--- config.mk ---
export PLATFORM = sky130hd
export DESIGN_NAME = regfile_mp
export DESIGN_NICKNAME = d
export VERILOG_FILES = /design/src/rtl/cpu_pkg.sv /design/src/rtl/regfile_rdport.sv /design/src/rtl/regfile_mp.sv
export SDC_FILE = /design/constraint.sdc
export NUM_CORES = 2
export LEC_CHECK = 0
export CAP_MARGIN = 20
export CORE_MARGIN = 10
export CORE_UTILIZATION = 25
export CTS_CLUSTER_DIAMETER = 30
export DETAILED_ROUTE_END_ITERATION = 8
export SYNTH_ARGS = -nofsm -noshare
export SYNTH_HDL_FRONTEND = slang
export SYNTH_SLANG_ARGS = --single-unit
--- constraint.sdc ---
create_clock -name clk -period 8.65 [get_ports clk]
set_clock_uncertainty 0.2 [all_clocks]
set_input_delay 1.73 -clock clk [delete_from_list [all_inputs] [get_ports clk]]
set_output_delay 1.73 -clock clk [all_outputs]
set_load 0.005 [all_outputs]
--- src/rtl/cpu_pkg.sv ---
// cpu_pkg: datapath-wide defaults shared by the register file, ALU, decoder
// and hazard unit so they all agree on widths and register-0 / bypass policy.
package cpu_pkg;

  localparam int CPU_DATA_W   = 32;
  localparam int CPU_ADDR_W   = 5;
  localparam int CPU_NUM_RD   = 2;
  localparam int CPU_ZERO_REG = 1;
  localparam int CPU_BYPASS   = 1;

endpackage

--- src/rtl/regfile_rdport.sv ---
// regfile_rdport: one combinational read port of the register file.
// Selects the stored word, applies the hardwired-zero and write-bypass
// overrides, and derives the port's busy flag from the scoreboard.
// Ports:
//   raddr_i   - register addressed by this port
//   mem_i     - full storage array from the top
//   busy_i    - raw scoreboard from the top
//   wr_act_i  - a write that will land this cycle (already reset/mask gated)
//   waddr_i   - write address
//   wdata_i   - write data
//   rdata_o   - read data
//   rd_busy_o - register has a pending write not resolved by the bypass
module regfile_rdport
  import cpu_pkg::*;
#(
  parameter int DATA_W   = CPU_DATA_W,
  parameter int ADDR_W   = CPU_ADDR_W,
  parameter int ZERO_REG = CPU_ZERO_REG,
  parameter int BYPASS   = CPU_BYPASS,
  parameter int DEPTH    = 2 ** ADDR_W
) (
  input  logic [ADDR_W-1:0]             raddr_i,
  input  logic [DEPTH-1:0][DATA_W-1:0]  mem_i,
  input  logic [DEPTH-1:0]              busy_i,
  input  logic                          wr_act_i,
  input  logic [ADDR_W-1:0]             waddr_i,
  input  logic [DATA_W-1:0]             wdata_i,
  output logic [DATA_W-1:0]             rdata_o,
  output logic                          rd_busy_o
);

  logic zero_hit;
  logic byp_hit;

  always_comb begin
    zero_hit  = (ZERO_REG != 0) && (raddr_i == '0);
    byp_hit   = (BYPASS != 0) && wr_act_i && (waddr_i == raddr_i);
    rdata_o   = mem_i[raddr_i];
    rd_busy_o = busy_i[raddr_i];
    // Zero register has priority: its write is masked, so no bypass can hit it.
    if (zero_hit) begin
      rdata_o   = '0;
      rd_busy_o = 1'b0;
    end else if (byp_hit) begin
      rdata_o   = wdata_i;
      rd_busy_o = 1'b0;
    end
  end

endmodule

--- src/rtl/regfile_mp.sv ---
// regfile_mp: multi-read-port general-purpose register file with
// write-to-read bypass, optional hardwired-zero r0 and a per-register busy
// scoreboard (set by decode reservation, cleared by writeback).
// Ports:
//   clk, rst          - clock, asynchronous active-low reset
//   we/waddr/wdata    - writeback write port
//   raddr/rdata       - NUM_RD packed read ports (port i at slice i)
//   rd_busy           - per-port pending-write flag
//   rsv_valid/addr    - destination reservation from decode
//   busy_vec          - raw scoreboard
module regfile_mp
  import cpu_pkg::*;
#(
  parameter int DATA_W   = CPU_DATA_W,
  parameter int ADDR_W   = CPU_ADDR_W,
  parameter int NUM_RD   = CPU_NUM_RD,
  parameter int ZERO_REG = CPU_ZERO_REG,
  parameter int BYPASS   = CPU_BYPASS
) (
  input  logic                     clk,
  input  logic                     rst,
  input  logic                     we,
  input  logic [ADDR_W-1:0]        waddr,
  input  logic [DATA_W-1:0]        wdata,
  input  logic [NUM_RD*ADDR_W-1:0] raddr,
  output logic [NUM_RD*DATA_W-1:0] rdata,
  output logic [NUM_RD-1:0]        rd_busy,
  input  logic                     rsv_valid,
  input  logic [ADDR_W-1:0]        rsv_addr,
  output logic [(2**ADDR_W)-1:0]   busy_vec
);

  localparam int DEPTH = 2 ** ADDR_W;

  logic [DEPTH-1:0][DATA_W-1:0] mem_q, mem_d;
  logic [DEPTH-1:0]             busy_q, busy_d;
  logic                         wr_act;
  logic                         rsv_act;

  // Gating with rst keeps the bypass from leaking wdata onto rdata in reset.
  assign wr_act  = rst && we && !((ZERO_REG != 0) && (waddr == '0));
  assign rsv_act = rst && rsv_valid && !((ZERO_REG != 0) && (rsv_addr == '0));

  always_comb begin
    mem_d  = mem_q;
    busy_d = busy_q;
    if (wr_act) begin
      mem_d[waddr]  = wdata;
      busy_d[waddr] = 1'b0;
    end
    // Applied after the clear: an older writeback and a newer reservation of
    // the same register in one cycle must leave it busy.
    if (rsv_act) begin
      busy_d[rsv_addr] = 1'b1;
    end
  end

  always_ff @(posedge clk or negedge rst) begin
    if (!rst) begin
      mem_q  <= '0;
      busy_q <= '0;
    end else begin
      mem_q  <= mem_d;
      busy_q <= busy_d;
    end
  end

  assign busy_vec = busy_q;

  for (genvar i = 0; i < NUM_RD; i++) begin : g_rdport
    regfile_rdport #(
      .DATA_W   (DATA_W),
      .ADDR_W   (ADDR_W),
      .ZERO_REG (ZERO_REG),
      .BYPASS   (BYPASS),
      .DEPTH    (DEPTH)
    ) u_rdport (
      .raddr_i   (raddr[i*ADDR_W +: ADDR_W]),
      .mem_i     (mem_q),
      .busy_i    (busy_q),
      .wr_act_i  (wr_act),
      .waddr_i   (waddr),
      .wdata_i   (wdata),
      .rdata_o   (rdata[i*DATA_W +: DATA_W]),
      .rd_busy_o (rd_busy[i])
    );
  end

endmodule

# == Word level (Yosys, flattened, before mapping) ==
# Cells that the tools add are included.
# totals
ff_bits,1056
in_bits,56
output_inout_bits,98
elab_cells,83
# classes
magnitude_cmp,6
eq_ne,2
mux,25
n_bitwise,3
n_reduce_logical,14
# ops
cell,count
1024-bit bitwise mux,1
32-bit binary-select mux with 5-bit select,2
32-bit two-way mux,9
32-bit demux with 5-bit select,1
32-bit AND,1
32-bit inverter,1
32-bit bitwise OR,1
5-bit by 6-bit < comparator with 1-bit output (second input constant),4
5-bit logical NOT,4
1-bit binary-select mux with 5-bit select,2
1-bit demux with 5-bit select,2
5-bit equality test,2
5-bit by 1-bit >= comparator with 1-bit output (second input constant),2
1-bit logical AND,8
1-bit two-way mux,8
1-bit logical NOT,2

# == Depth between registers and ports, before layout ==
# depth
depth_word,9
depth_mapped,10
depth_no_buf,5

# == By module ==
# From an unflattened synthesis, not the netlist that was laid out.
# unflattened
hier_cells,4002
area_unflattened_um2,57350.0
# modules_own_cells
mod,n_inst,cells_each,area_each_um2,seq_area_each_um2
regfile_mp,1,2402,39360.2,26425.3
regfile_rdport,2,800,8994.9,0.0

# == Least setup slack after synthesis ==
# OpenSTA, ideal clock, no wires.
# synth_timing
path_type,input-to-output
start,input raddr[1]
end,output rd_busy[0]
arrival_time_ps,3652
required_time_ps,6720
path_slack_ps,3068
stages,8
cell_sequence,buf_2 buf_2 buf_2 buf_2 mux4_2 mux4_2 o2bb2ai_1 buf_4
# synth_between
elab_chain_len,4
word_cells_on_any_way,7
classes_between,eq/ne: 1; mux: 4; reduce/logical: 2
# synth_lines
item,line,text
"start, declared",regfile_mp.sv:25,"input logic [NUM_RD*ADDR_W-1:0] raddr,"
1-bit binary-select mux with 5-bit select / 5-bit equality test (equally long branches),"regfile_rdport.sv:39, regfile_rdport.sv:37",
1-bit two-way mux (implied by the code) / 1-bit logical AND (equally long branches),"regfile_rdport.sv:39, regfile_rdport.sv:37",
1-bit two-way mux,regfile_rdport.sv:44,end else if (byp_hit) begin
1-bit two-way mux (*),regfile_rdport.sv:41,if (zero_hit) begin
"end, declared",regfile_mp.sv:27,"output logic [NUM_RD-1:0] rd_busy,"
# Mark *: on every way between the ends. The rest lies on a longest branch, timed or not. The select of a mux whose other input is x is not followed.

# == Worst setup path after layout ==
# layout_timing
start,input waddr[4]
end,output rdata[44]
# layout_between
elab_chain_len,6
word_cells_on_any_way,7
classes_between,eq/ne: 1; mux: 2; reduce/logical: 4
# layout_lines
item,line,text
"start, declared",regfile_mp.sv:23,"input logic [ADDR_W-1:0] waddr,"
5-bit logical NOT,regfile_mp.sv:41,assign wr_act = rst && we && !((ZERO_REG != 0) && (waddr == '0));
1-bit logical NOT,regfile_mp.sv:41,
1-bit logical AND,regfile_mp.sv:41,
1-bit logical AND (*),regfile_rdport.sv:37,byp_hit = (BYPASS != 0) && wr_act_i && (waddr_i == raddr_i);
32-bit two-way mux (*),regfile_rdport.sv:44,
32-bit two-way mux (*),regfile_rdport.sv:41,
"end, declared",regfile_mp.sv:26,"output logic [NUM_RD*DATA_W-1:0] rdata,"
# Mark *: on every way between the ends. The rest lies on a longest branch, timed or not.

==> flow_summary_export.csv <==
group,metric,value,unit
worst_setup_path,worstPathMaxFanout,13,
logic_synthesis,synthesis.area,56460,sq um
min_path,hold-path-cell-count,0,
timing,max_slew_margin,22.90,%
worst_setup_path,crit_buf_inv,3,
power_and_ir_drop,power.leakage,29.32,nW
grt,grt_pass1_vias,39790,
cts,ctsHoldBuffers,0,
floorplan,die_y,495.2,um
power_and_ir_drop,ir_worst_vdd,0.1429,mV
logic_synthesis,syn_nets,3980,
place,dp_hpwl,125100,um
logic_synthesis,synth_top_cell_area_share,46.80,%
worst_setup_path,worstPathCellList,"clkdlybuf4s50_1 > or3_1 > o311a_1 > and2_2 > a21oi_4 > buf_4 > a32o_1 > clkdlybuf4s50_1",
timing,rsz0062_at_grt,"no",
timing,fmax,135.2,MHz
logic_synthesis,synth_top_area_cell,"dfrtp_1",
floorplan,rows,174,
cts,clock_latency,0.80,ns
cts,cts.clk_slew.worst_paths,0.05,ns
worst_setup_path,ff2ff_path_depth,1,
routing,postRouteAntennaNets,0,
floorplan,start_util,25.13,%
routing,drt-initial-drc-count,3537,
timing,setup_tns,0,ns
timing,hold_viol,0,
cts,cts_tree,"done",
floorplan,core_area,224700,sq um
grt,grt.total_usage,16.15,%
cells_and_area,fillers,22390,
cells_and_area,post-route-cell-area,68000,sq um
grt,grt_overflow,0,
cts,root_buffer,"clkbuf_16",
worst_setup_path,r2r_end,"busy_vec[5]",
worst_setup_path,critical_path.top_delay_family,"buffers and inverters",
place,gp_congestion,0.8095,
timing,min_period_over_period,85.53,%
flow_run,cap_violations,0,
logic_synthesis,synth_area_per_cell,14.39,sq um
grt,grt_max_degree,168,
worst_setup_path,crit_slowest_cell,"clkdlybuf4s50_1",
logic_synthesis,postSynthCellCount,3924,
cells_and_area,fin_nets,4012,
routing,drt_pass1_iterations,8,
min_path,min_from,"mem_q[14]",
power_and_ir_drop,p_total,16.08,mW
floorplan,die_w,495.2,um
worst_setup_path,required,6.72,ns
cts,cts_sinks,1056,
worst_setup_path,regToRegSetupSlack,7.63,ns
grt,antenna_found_initial,12,
floorplan,boundaryPins,154,
timing,drv_slew,0,
logic_synthesis,netlist_top_cells_area,"dfrtp_1 47%, mux2_2 20%, mux4_2 18%",
place,numPortBuffers,153,
logic_synthesis,synth-seq-area-share,46.80,%
worst_setup_path,end_kind,"output port",
min_path,min-delay-path-class,"flip-flop to flip-flop",
grt,grt_pass1_wl,293100,um
cts,h-tree-depth,4,
worst_setup_path,worst_path_largest_cell_delay,0.66,ns
worst_setup_path,critPathKind,"primary input to output port",
timing,worst_slew_pin_slew,1.154,ns
cts,postCtsSetupBuffers,0,
floorplan,die-area,245200,sq um
routing,wirelength,203000,um
worst_setup_path,reg2reg_from,"busy_vec[5]",
status,status,"completed",
cells_and_area,drive_gt1_share,48.28,%
logic_synthesis,synth_warnings,0,
logic_synthesis,synthDistinctLibCells,53,
min_path,whs_endpoint,"mem_q[14]",
timing,period_needed,7.398,ns
place,dpl_cell_area,61370,sq um
routing,vias,38210,
worst_setup_path,arrival,5.47,ns
cts,cts_buffers,180,
cts,post_cts_resize_count,0,
logic_synthesis,async_flop_share,100.0,%
worst_setup_path,start_kind,"primary input",
worst_setup_path,cp-startpoint,"waddr[4]",
routing,drc,0,
routing,viasPerCell,5.376,
logic_synthesis,synth-main-ff-cell,"dfrtp_1",
cells_and_area,area_growth,20.44,%
timing,setup_viol,0,
cts,cts.path.max_buffers,3,
logic_synthesis,synth-edff-count,0,
logic_synthesis,synth-seq-cells,1056,
routing,post_drt_wl_per_cell,28.56,um
power_and_ir_drop,power_density,236.5,nW/um^2
worst_setup_path,cp_common_cell,"clkdlybuf4s50_1",
[layout make-up]
type	instances	area [sq um]	area share, %
antenna	9	22.52	0.03312
clock buffer	216	4851	7.134
clock inverter	117	1559	2.293
inverter	23	86.33	0.1270
multi-input combinational	2393	28290	41.61
sequential	1056	26430	38.86
tap	2992	3744	5.505
timing repair buffer	302	3019	4.440
[power by group]
| part | switching, mW | internal [mW] | total, mW |
|---|---|---|---|
| combinational | 1.09 | 1.34 | 2.43 |
| sequential | 0.484 | 5.59 | 6.07 |
| clock | 2.71 | 4.86 | 7.58 |
| total | 4.28 | 11.8 | 16.1 |
[metal layers]
layer | vias up | track usage [%] | part of all wire [%]
met4 | 2 | 7.302 | 4.4
met1 | 20680 | 21.87 | 42
met2 | 1735 | 24.21 | 45
met3 | 430 | 4.149 | 8.8
met5 | - | 0 | 0.0064
li1 | 15370 | - | -
[per-stage QoR]
step	cells	utilization [%]	worst slack, ns	hold slack, ns
floorplan	3924	-	3.068	0.2413
finish	7108	30.27	1.252	0.1879
global placement	6755	27.29	1.277	0.1767
global route	7107	30.27	1.177	0.2093
detailed placement	6758	27.31	1.269	0.1833
CTS	7091	30.17	1.253	0.1944
[Yosys cell counts, types with 49 or more instances]
cell type / count
mux2i_1: 163
a21oi_1: 49
buf_2: 100
nor3_1: 51
a221oi_1: 55
o22ai_1: 132
nand2_1: 72
nor2_1: 49
mux2_2: 1014
clkbuf_1: 286
mux4_2: 443
dfrtp_1: 1056
[registers in the layout (all words and copies together), names as in the netlist]
signal    cells
mem_q      1024
busy_vec     32
[layout by cell type (no fill, tap or decap), types with 39 or more instances in the layout]
cell type        synthesis  layout
nor3_1                  51      51
clkbuf_16                0     184
mux4_2                 443     443
mux2i_1                163     163
mux2_2                1014    1014
clkdlybuf4s50_1          0     142
buf_4                   28     125
clkinv_2                 0      39
dfrtp_1               1056    1056
a221oi_1                55      55
nand2_1                 72      63
o22ai_1                132     132
a21oi_1                 49      47
[cells by family (layout without fill, tap and decap cells)]
logic type | Yosys count | in the layout | share of synthesized area, %
compound gates | 447 | 447 | 5.766
other cells | 0 | 9 | 0
mux | 1623 | 1623 | 40.84
xor+xnor | 10 | 10 | 0.1551
simple gates | 313 | 313 | 2.839
flops | 1056 | 1056 | 46.80
buf+inv | 475 | 658 | 3.592
[how the worst max path moves through the flow]
stage,cells past startpoint,end
2_1_floorplan,8,rd_busy[0]
3_3_place_gp,8,rdata[62]
3_5_place_dp,8,rdata[32]
4_1_cts,8,rdata[32]
5_1_grt,8,rdata[47]
6_report,8,rdata[44]
No activity file was read; power rests on OpenSTA's default activity.
